--- src/rtl/iter_alu_pkg.sv ---
// Shared opcode definitions for the ALU family, plus FSM state encoding
// and a helper that classifies shift-class opcodes.
package iter_alu_pkg;

   typedef enum logic [3:0] {
      OP_ADD  = 4'd0,
      OP_SUB  = 4'd1,
      OP_ID   = 4'd2,
      OP_NAND = 4'd3,
      OP_NOR  = 4'd4,
      OP_XNOR = 4'd5,
      OP_NOT  = 4'd6,
      OP_AND  = 4'd7,
      OP_OR   = 4'd8,
      OP_XOR  = 4'd9,
      OP_LRS  = 4'd10,
      OP_ARS  = 4'd11,
      OP_RR   = 4'd12,
      OP_LLS  = 4'd13,
      OP_ALS  = 4'd14,
      OP_RL   = 4'd15
   } op_t;

   typedef enum logic [1:0] {
      ST_IDLE,
      ST_SHIFT,
      ST_DONE
   } state_t;

   function automatic logic is_shift_op(input logic [3:0] op);
      return (op >= OP_LRS);
   endfunction

endpackage

--- src/rtl/iter_alu_shifter.sv ---
// One-step shift/rotate of the working register, selected by opcode.
module iter_alu_shifter
   import iter_alu_pkg::*;
#(
   parameter int WIDTH = 16
) (
   input  logic [3:0]       op,
   input  logic [WIDTH-1:0] din,
   output logic [WIDTH-1:0] dout
);

   always_comb begin
      dout = din;
      case (op_t'(op))
         OP_LRS:         dout = {1'b0, din[WIDTH-1:1]};
         OP_ARS:         dout = {din[WIDTH-1], din[WIDTH-1:1]};
         OP_RR:          dout = {din[0], din[WIDTH-1:1]};
         OP_LLS, OP_ALS: dout = {din[WIDTH-2:0], 1'b0};
         OP_RL:          dout = {din[WIDTH-2:0], din[WIDTH-1]};
         default:        dout = din;
      endcase
   end

endmodule

--- src/rtl/iter_alu.sv ---
// Iterative ALU: single-cycle arithmetic/logic ops, bit-serial shifts and
// rotates, valid/ready handshakes on both request and result sides.
module iter_alu
   import iter_alu_pkg::*;
#(
   parameter  int WIDTH = 16,
   localparam int SHW   = $clog2(WIDTH)
) (
   input  logic             clk,
   input  logic             reset,
   input  logic             in_valid,
   output logic             in_ready,
   input  logic [3:0]       op,
   input  logic [WIDTH-1:0] a,
   input  logic [WIDTH-1:0] b,
   input  logic             cin,
   input  logic [SHW-1:0]   shamt,
   output logic             out_valid,
   input  logic             out_ready,
   output logic [WIDTH-1:0] c,
   output logic             cout,
   output logic             zero
);

   state_t           state, state_nxt;
   logic             load, step;
   logic [3:0]       op_r;
   logic [SHW-1:0]   cnt;
   logic [WIDTH:0]   alu_wide;
   logic [WIDTH-1:0] sh_out;

   // Shift-class opcodes load a here and are walked by the shifter afterwards.
   always_comb begin
      alu_wide = {1'b0, a};
      case (op_t'(op))
         OP_ADD:  alu_wide = {1'b0, a} + {1'b0, b} + {{WIDTH{1'b0}}, cin};
         OP_SUB:  alu_wide = {1'b0, a} - {1'b0, b} - {{WIDTH{1'b0}}, cin};
         OP_ID:   alu_wide = {1'b0, a};
         OP_NAND: alu_wide = {1'b0, ~(a & b)};
         OP_NOR:  alu_wide = {1'b0, ~(a | b)};
         OP_XNOR: alu_wide = {1'b0, ~(a ^ b)};
         OP_NOT:  alu_wide = {1'b0, ~a};
         OP_AND:  alu_wide = {1'b0, a & b};
         OP_OR:   alu_wide = {1'b0, a | b};
         OP_XOR:  alu_wide = {1'b0, a ^ b};
         default: alu_wide = {1'b0, a};
      endcase
   end

   iter_alu_shifter #(.WIDTH(WIDTH)) u_shifter (
      .op   (op_r),
      .din  (c),
      .dout (sh_out)
   );

   always_ff @(posedge clk) begin
      if (reset) state <= ST_IDLE;
      else       state <= state_nxt;
   end

   always_comb begin
      state_nxt = state;
      in_ready  = 1'b0;
      load      = 1'b0;
      step      = 1'b0;
      case (state)
         ST_IDLE: begin
            in_ready = 1'b1;
            load     = in_valid;
         end
         ST_SHIFT: begin
            step = 1'b1;
            if (cnt == SHW'(1)) state_nxt = ST_DONE;
         end
         ST_DONE: begin
            if (out_ready) begin
               in_ready = 1'b1;
               load     = in_valid;
               if (!in_valid) state_nxt = ST_IDLE;
            end
         end
         default: state_nxt = ST_IDLE;
      endcase
      if (load) state_nxt = (is_shift_op(op) && shamt != '0) ? ST_SHIFT : ST_DONE;
   end

   assign out_valid = (state == ST_DONE);

   always_ff @(posedge clk) begin
      if (reset) begin
         c    <= '0;
         cout <= 1'b0;
         zero <= 1'b0;
      end else if (load) begin
         c    <= alu_wide[WIDTH-1:0];
         cout <= alu_wide[WIDTH];
         zero <= (alu_wide[WIDTH-1:0] == '0);
      end else if (step) begin
         c    <= sh_out;
         zero <= (sh_out == '0);
      end
   end

   // Opcode and remaining step count; meaningless outside SHIFT so not reset.
   always_ff @(posedge clk) begin
      if (load) begin
         op_r <= op;
         cnt  <= shamt;
      end else if (step) begin
         cnt <= cnt - SHW'(1);
      end
   end

endmodule

--- config.mk ---
export PLATFORM = sky130hd
export DESIGN_NAME = iter_alu
export DESIGN_NICKNAME = d
export VERILOG_FILES = /design/src/rtl/iter_alu_pkg.sv /design/src/rtl/iter_alu_shifter.sv /design/src/rtl/iter_alu.sv
export SDC_FILE = /design/constraint.sdc
export NUM_CORES = 1
export LEC_CHECK = 0
export BUFFER_PORTS_ARGS = -buffer_cell sky130_fd_sc_hd__buf_2
export CORE_UTILIZATION = 40
export DETAILED_ROUTE_END_ITERATION = 16
export PLACE_DENSITY_LB_ADDON = 0.25
export SLEW_MARGIN = 20
export SYNTH_ARGS = -nofsm -noshare
export SYNTH_HDL_FRONTEND = slang
export SYNTH_HIERARCHICAL = 1
export SYNTH_SLANG_ARGS = --single-unit
export TNS_END_PERCENT = 50
--- constraint.sdc ---
create_clock -name clk -period 8.65 [get_ports clk]
set_clock_uncertainty 0.05 [all_clocks]
set_input_delay 1.2975 -clock clk [delete_from_list [all_inputs] [get_ports clk]]
set_output_delay 1.2975 -clock clk [all_outputs]
set_load 0.03 [all_outputs]
# [Word-level counts from Yosys, hierarchy flattened]
# Cells that the tools add are included.
[totals] register_bits=28 input_bits=45 out_inout_bits=20 wordCells=68
[classes] add_sub_neg=5 n_lt_le_gt_ge=1 eq_ne=21 mux=19 n_bitwise=7 n_reduce_logical=9
[op_table] op="17-bit one-hot mux with 9 select lines" count=1
[op_table] op="16-bit one-hot mux with 5 select lines" count=1
[op_table] op="16-bit NOT" count=4
[op_table] op="4-bit == test, second input constant" count=8
[op_table] op="16-bit zero test" count=2
[op_table] op="16-bit two-way mux" count=2
[op_table] op="16-bit by 16-bit adder with 17-bit output" count=1
[op_table] op="17-bit by 1-bit adder with 17-bit output" count=1
[op_table] op="16-bit by 16-bit subtractor with 17-bit output" count=1
[op_table] op="17-bit by 1-bit subtractor with 17-bit output" count=1
[op_table] op="16-bit AND" count=1
[op_table] op="4-bit by 3-bit == test with 1-bit output, second input constant" count=4
[op_table] op="16-bit OR" count=1
[op_table] op="16-bit XOR" count=1
[op_table] op="2-bit two-way mux" count=5
[op_table] op="4-bit by 1-bit == test with 1-bit output, second input constant" count=2
[op_table] op="4-bit two-way mux" count=2
[op_table] op="2-bit one-hot mux with 3 select lines" count=1
[op_table] op="1-bit two-way mux" count=5
[op_table] op="4-bit by 2-bit == test with 1-bit output, second input constant" count=1
[op_table] op="4-bit >= comparator, second input constant" count=1
[op_table] op="4-bit zero test" count=1
[op_table] op="1-bit one-hot mux with 2 select lines" count=2
[op_table] op="4-bit AND reduction" count=1
[op_table] op="12 further kinds" count=12

# [Logic depth before layout (Yosys ltp)]
# Gate-level depths: netlist (run 1).
[depth] depth_word=6 depth_mapped=14 depth_no_buf=13

# [Modules after synthesis]
# The synthesis (run 1) kept the hierarchy.
[by_module_without_submodules] mod="iter_alu" n_inst=1 cells_per_inst=712 area_per_inst_um2=5163.7 seq_area_each_um2=640.6
[by_module_without_submodules] mod="iter_alu_shifter" n_inst=1 cells_per_inst=60 area_per_inst_um2=455.4 seq_area_each_um2=0.0

# [Worst setup path before layout (run 1)]
# No wires, ideal clock.
[synth_timing] kind="input -> register" start="input a[4]" end="register zero" setup_time_ns=0.064 t_arrival_ns=3.849 required_ns=8.536 path_slack_ns=4.687 path_stages=12 n_path_buf=0 cell_sequence="inv_1 -> ha_1 -> ha_1 -> a21o_1 -> a31o_1 -> a211oi_4 -> xor2_1 -> o21ai_1 -> o32a_1 -> nor4_2 -> a41oi_1 -> nor2_1"
[synth_between] elab_chain_len=5 elab_cells_between_ends=14 cone_classes="add/sub (4); mux (2); bitwise (7); reduce/logical (1)"
[synth_lines] element="start: declaration" line_no="iter_alu.sv:14" text="input logic [WIDTH-1:0] a,"
[synth_lines] element="16-bit by 16-bit subtractor with 17-bit output, or another cell as far along" line_no="iter_alu.sv:37" text="OP_SUB: alu_wide = {1'b0, a} - {1'b0, b} - {{WIDTH{1'b0}}, cin};"
[synth_lines] element="17-bit by 1-bit subtractor with 17-bit output, or another cell as far along" line_no="iter_alu.sv:37"
[synth_lines] element="17-bit one-hot mux with 9 select lines *" line_no="iter_alu.sv:35" text="case (op_t'(op))"
[synth_lines] element="16-bit zero test *" line_no="iter_alu.sv:97" text="zero <= (alu_wide[WIDTH-1:0] == '0);"
[synth_lines] element="1-bit two-way mux *" line_no="iter_alu.sv:94" text="end else if (load) begin"
[synth_lines] element="end signal: assignment" line_no="iter_alu.sv:97"
[synth_lines] element="end signal: assignment" line_no="iter_alu.sv:100" text="zero <= (sh_out == '0);"
[synth_lines] element="end: declaration" line_no="iter_alu.sv:22" text="output logic zero"
# Every way passes the cells marked *; elsewhere a longest branch is shown, timed or not.
# A chain may end at the register's enable or synchronous reset.

# [Worst setup path after layout (run 1)]
# Same ends and word-level chain as after synthesis.

==> impl_metrics.env, run 1 <==
export IMPL_wl_per_cell_um=18.48
export IMPL_ys_warn_count=6
export IMPL_seqCellArea_um2=640.6
export IMPL_final_nets=911
export IMPL_synthesis_nets=885
export IMPL_relSlewSlack_pct=33.19
export IMPL_cts_clk_slew_worst_paths_ps=70
export IMPL_dp_hpwl_mm=13.47
export IMPL_worstReg2RegStart="state[1]"
export IMPL_drtAntennaViolNets=0
export IMPL_viasPerCell=6.181
export IMPL_synth_area_per_cell_um2=7.279
export IMPL_nFillCells=1425
export IMPL_rsz0062_at_grt="false"
export IMPL_r2r_end="zero"
export IMPL_start_kind="input port"
export IMPL_setup_violations=0
export IMPL_coreArea_um2=13450
export IMPL_remaining_drc_errors=0
export IMPL_start_util_pct=41.77
export IMPL_multi_input_area_um2=4417
export IMPL_grt_pass1_wl_mm=28.72
export IMPL_ctsRootBufferMaster="clkbuf_16"
export IMPL_via_count=6014
export IMPL_async_reset_ff_share_pct=0
export IMPL_max_freq_mhz=238.2
export IMPL_status="finished, final reports clean"
export IMPL_ctsHoldBuffers=0
export IMPL_reg2reg_slack_ps=5750
export IMPL_cts_setup_buffers=0
export IMPL_drt_pass1_iter_count=7
export IMPL_grt_max_degree=61
export IMPL_cts_tree="built"
export IMPL_drv_cap=0
export IMPL_reg2reg_depth=11
export IMPL_grt_pass1_vias=5379
export IMPL_cts_buffers=3
export IMPL_rows=42
export IMPL_cp_max_fo=9
export IMPL_place_congestion=0.9295
export IMPL_min_period_ps=4198
export IMPL_final_area_um2=6045
export IMPL_clk_path_buf_depth=2
export IMPL_cp_startpoint="a[4]"
export IMPL_gr_total_overflow=0
export IMPL_fin_crit_sh_pct=48.53
export IMPL_h_tree_depth=1
export IMPL_antennaDiodeCount=0
export IMPL_holdCritPathClass="register to register"
export IMPL_ys_seq_area_share_pct=11.40
export IMPL_cts_resized=0
export IMPL_drt_initial_drc_count=676
export IMPL_synth_cell_type_count=88
export IMPL_ios=65
export IMPL_fin_setup_tns_ps=0
export IMPL_p_per_area_nw_per_um2=122.6
export IMPL_p_leak_nw=2.639
export IMPL_postSynthCellCount=772
export IMPL_dieHeight_um=120.5
export IMPL_drv_slew=0
export IMPL_hold_start="state[0]"
export IMPL_endpoint="zero"
export IMPL_crit_type="input port to register"
export IMPL_die_area_um2=14530
export IMPL_ys_flop_type="dfxtp_1"
export IMPL_synth_edf_count=8
export IMPL_grt_util_all_layers_pct=24.68
export IMPL_clock_latency_ps=260
export IMPL_netlist_area_um2=5619
export IMPL_crit_required_ps=8810
export IMPL_drive_above_1_share_pct=13.80
export IMPL_ir_worst_vdd_uv=74.42
export IMPL_design_power_total_mw=0.7410
export IMPL_crit_arrival_ps=4350
export IMPL_finalHoldViolCount=0
export IMPL_area_growth_pct=7.571
export IMPL_antenna_found_initial=0
export IMPL_clock_sinks=28
export IMPL_endpoint_kind="register"
export IMPL_ys_seq_elements=28
export IMPL_die_x_um=120.5
export IMPL_portBuffers=64
export IMPL_drt_wl_total_mm=17.98
export IMPL_place_area_um2=5933
export IMPL_worst_pin_slew_ps=1002
==> report_power, final <==
part           internal (mW)  switching (mW)  total (mW)
clock network         0.0922          0.0441       0.136
registers              0.155          0.0235       0.179
logic                  0.164           0.262       0.426
total                  0.411           0.330       0.741
==> sequential cells by signal, indices dropped and copies added, names as in the netlist <==
| name | flops |
|---|---|
| cnt | 4 |
| zero | 1 |
| c | 16 |
| op_r | 4 |
| cout | 1 |
| state | 2 |
==> per-stage QoR <==
step                      util, %  std cells  hold slack, ps  worst slack [ps]
after detailed placement    44.10        969           516.3              4229
final                       44.93        973           523.3              4452
after global routing        44.93        973           569.9              4242
after global placement      44.10        969           511.3              4268
after CTS                   44.88        973           524.5              4490
after floorplan                 -        772           474.1              4687
==> layout make-up <==
cell class              instances  area share (%)
repair buffers                 70           6.044
well taps                     176           3.643
clock buffers                   3           1.242
multi-input cells             616           73.07
flip-flops and latches         28           10.60
clock inverters                 1          0.4968
inverters                      79           4.906
==> how the worst min path moves through the flow <==
stage,end,slack [ps],cells past startpoint
finish,state[0],520,2
global route,state[0],570,2
CTS,state[0],520,2
detailed placement,state[0],520,2
global placement,state[0],510,2
floorplan,state[0],470,2
==> cell families (layout without fill, tap and decap cells) <==
family	Yosys count	after routing	share of synthesized area, %
muxes	21	21	3.830
AOI/OAI and AO/OA	265	265	33.49
DFF	28	28	11.40
adders and majority gates	68	68	15.68
xor gates and xnor gates	21	21	3.273
and+or+nand+nor	241	241	22.22
buffers and inverters	128	153	10.11
==> cells in the mapped netlist (6+ instances only) <==
master	number	area share [%]
a211oi_1	7	0.94
a21o_1	7	0.94
a21oi_1	57	5.1
a221o_1	14	2.5
a22oi_1	24	3.2
a31oi_1	10	1.1
and2_1	11	1.2
buf_2	16	1.4
clkbuf_1	22	1.5
dfxtp_1	20	7.1
edfxtp_1	8	4.3
ha_1	64	14
inv_1	79	5.3
mux2i_1	17	3.0
nand2_1	59	3.9
nand2b_1	13	1.4
nand3_1	13	1.2
nand4_1	8	0.89
nor2_1	61	4.1
nor2b_1	16	1.8
nor3_1	10	0.89
nor4_1	7	0.78
o2111ai_1	7	1.1
o21a_1	6	0.80
o21ai_0	43	3.8
o221ai_1	9	1.4
o22ai_1	14	1.6
xnor2_1	12	1.9
xor2_1	9	1.4
==> placed cells by master (no fill, tap or decap), types with 16 or more instances in the layout <==
cell type,n
dfxtp_1,20
a22oi_1,24
o21ai_0,43
inv_1,79
a21oi_1,57
buf_2,64
nor2b_1,16
nor2_1,61
nand2_1,59
mux2i_1,17
ha_1,64
==> layer usage <==
metal	share of wire (%)	vias to the layer above	global-route usage, %	routed length [µm]
li1	-	2883	-	-
met2	42	313	36.71	7513
met5	0	-	0	0
met4	3.0	0	7.870	531
met3	9.2	40	3.113	1646
met1	46	2778	36.45	8291
==> critical path, cell delays in order <==
cell      delay (ps)
buf_2            120
inv_1             70
ha_1             410
ha_1             410
a21o_1           200
a31o_1           220
a211oi_4         350
xor2_1           170
o21ai_1           70
o32a_1           420
nor4_2           340
a41oi_1          160
nor2_1           110
Power figures use the tool's default switching activity.
==> inputs of run 2 (changes only) <==
Settings changed: ABC_AREA set to 1.
Clock period 8.65 ns to 3.7 ns, I/O delays scaled along.
==> run 2 against run 1 <==
Against the previous run:
- die area grew 0.50%
- highest routed layer unchanged
- sequential cell count is the same
- global-route usage grew 2.1 points
- register-to-register slack lost 4400 ps
- synthesized cell count grew 32%
- clock power grew 85%
- cell area grew 3.4%
- critical path depth grew 3
- critical path type unchanged
==> impl_metrics.env, run 2 <==
export IMPL_status="finished, final reports clean"
export IMPL_die_x_um=120.8
export IMPL_netlist_area_um2=5648
export IMPL_wl_per_cell_um=15.21
export IMPL_ys_top_cells_by_count="332 x nand2_1, 163 x inv_1, 154 x nand3_1, 82 x nor2_1, 64 x ha_1"
export IMPL_viasPerCell=5.330
export IMPL_cts_setup_buffers=0
export IMPL_design_power_total_mw=1.545
export IMPL_crit_arrival_ps=3000
export IMPL_slowest_stage="ha_1"
export IMPL_cts_buffers=3
export IMPL_yosysMostFrequentCell="nand2_1"
export IMPL_synth_edf_count=8
export IMPL_crit_required_ps=3850
export IMPL_remaining_drc_errors=0
export IMPL_dieHeight_um=120.8
export IMPL_synthesis_nets=1135
export IMPL_gr_total_overflow=0
export IMPL_synthTopCellsByArea="nand2_1 22%, ha_1 14%, nand3_1 14%"
export IMPL_clock_latency_ps=270
export IMPL_final_common_cell="nand2_1"
export IMPL_rsz0062_at_grt="false"
export IMPL_antennaDiodeCount=0
export IMPL_ys_seq_elements=28
export IMPL_clock_sinks=28
export IMPL_drtAntennaViolNets=0
export IMPL_p_per_area_nw_per_um2=247.0
export IMPL_dp_hpwl_mm=15.65
export IMPL_portBuffers=64
export IMPL_synth_cell_type_count=39
export IMPL_final_nets=1195
export IMPL_top_register="c"
export IMPL_cp_max_fo=8
export IMPL_ys_seq_area_share_pct=11.34
export IMPL_grt_pass1_vias=6190
export IMPL_holdCritPathClass="register to register"
export IMPL_final_cell_mix="332 x nand2_1, 163 x inv_1, 154 x nand3_1, 81 x nor2_1"
export IMPL_start_util_pct=40.85
export IMPL_drv_cap=0
export IMPL_place_area_um2=6173
export IMPL_h_tree_depth=1
export IMPL_synth_top_area_cell="nand2_1"
export IMPL_cts_resized=0
export IMPL_max_stage_delay_ps=420
export IMPL_grt_pass1_wl_mm=30.71
export IMPL_via_count=6721
export IMPL_grt_util_all_layers_pct=26.82
export IMPL_netlist_area_leader_share_pct=22.06
export IMPL_path_cells="buf_2, inv_1, ha_1, ha_1, nand2_1, nor2_1, nand2_1, nand2_1, nand2_1, nand3_1, nand4_1, nor2_1, nand3_1, nor2_1, nand3_1, a21oi_1"
export IMPL_nFillCells=1536
export IMPL_die_area_um2=14600
export IMPL_fin_setup_tns_ps=0
export IMPL_utilization_pct=45.22
export IMPL_postSynthCellCount=1022
export IMPL_drt_initial_drc_count=601
export IMPL_cts_tree="built"
export IMPL_cts_clk_slew_worst_paths_ps=60
export IMPL_ios=65
export IMPL_drv_slew=0
export IMPL_clk_path_buf_depth=2
export IMPL_drive_above_1_share_pct=10.27
export IMPL_grt_max_degree=30
export IMPL_finalHoldViolCount=0
export IMPL_worst_pin_slew_ps=964.1
export IMPL_ctsHoldBuffers=0
export IMPL_crit_type="input port to register"
export IMPL_fin_crit_sh_pct=76.97
export IMPL_async_reset_ff_share_pct=0
export IMPL_area_growth_pct=10.70
export IMPL_largest_reg_flops=16
export IMPL_endpoint_kind="register"
export IMPL_ys_warn_count=6
export IMPL_place_congestion=0.9863
export IMPL_setup_violations=0
export IMPL_relSlewSlack_pct=35.66
export IMPL_p_leak_nw=3.360
export IMPL_ir_worst_vdd_uv=176.0
export IMPL_coreArea_um2=13830
export IMPL_ctsRootBufferMaster="clkbuf_16"
export IMPL_antenna_found_initial=0
export IMPL_reg_largest_list="c: 16 flops, cnt: 4 flops, op_r: 4 flops"
export IMPL_start_kind="input port"
export IMPL_ys_flop_type="dfxtp_1"
export IMPL_crit_top_cell="nand2_1"
export IMPL_drt_pass1_iter_count=5
export IMPL_final_area_um2=6252
export IMPL_rows=43
export IMPL_synth_area_per_cell_um2=5.526
export IMPL_max_freq_mhz=351.1
export IMPL_drt_wl_total_mm=19.18
export IMPL_min_period_ps=2848
-- run 2: final timing paths --
kind	slack, ps	start	to	depth (start not counted)
setup reg to reg	1360	op_r[1]	zero	11
hold reg to reg	410	cout	cout	2
setup / recovery	850	a[4]	zero	16
hold / removal	410	cout	cout	2
-- run 2: area by class of cell --
| class | count | area (µm²) | area share (%) |
|---|---|---|---|
| tap | 180 | 225.2 | 3.602 |
| multi-input combinational | 799 | 4238 | 67.78 |
| sequential | 28 | 640.6 | 10.25 |
| timing repair buffer | 77 | 417.9 | 6.684 |
| clock buffer | 3 | 75.07 | 1.201 |
| inverter | 173 | 651.9 | 10.43 |
| clock inverter | 1 | 3.754 | 0.06004 |
-- run 2: stage by stage --
stage,std cells,setup slack (ps),hold slack [ps]
2_1_floorplan,1022,1185,517.3
3_3_place_gp,1257,648.2,408.3
3_5_place_dp,1257,670.9,405.7
4_1_cts,1261,934.5,416.0
5_1_grt,1261,596.9,462.9
6_report,1261,852.0,412.6
-- run 2: per-layer routing --
layer	global-route usage (%)	vias to the layer above	part of all wire, %
li1	-	3415	-
met2	43.25	257	44
met3	2.972	44	7.1
met5	0	-	0
met4	12.42	0	4.3
met1	35.60	3005	45
-- run 2: worst max-delay path, delay by kind of cell --
family / cells / cell delay, ps
compound gates: 1 / 110
fa+ha+maj: 2 / 830
buf+inv: 2 / 180
simple gates: 11 / 1330
-- run 2: kinds of logic (layout without fill, tap and decap cells) --
| kind of cell | Yosys count | count (layout) | share of synthesized area [%] |
|---|---|---|---|
| compound gates | 96 | 96 | 10.06 |
| xor+xnor | 3 | 3 | 0.4653 |
| simple gates | 632 | 632 | 48.87 |
| flops | 28 | 28 | 11.34 |
| fa+ha+maj | 68 | 68 | 15.60 |
| buf+inv | 195 | 254 | 13.67 |
-- run 2: power breakdown --
group	switching (mW)	internal, mW
Clock	0.107	0.145
Sequential	0.0363	0.352
Combinational	0.611	0.293
Total	0.754	0.790
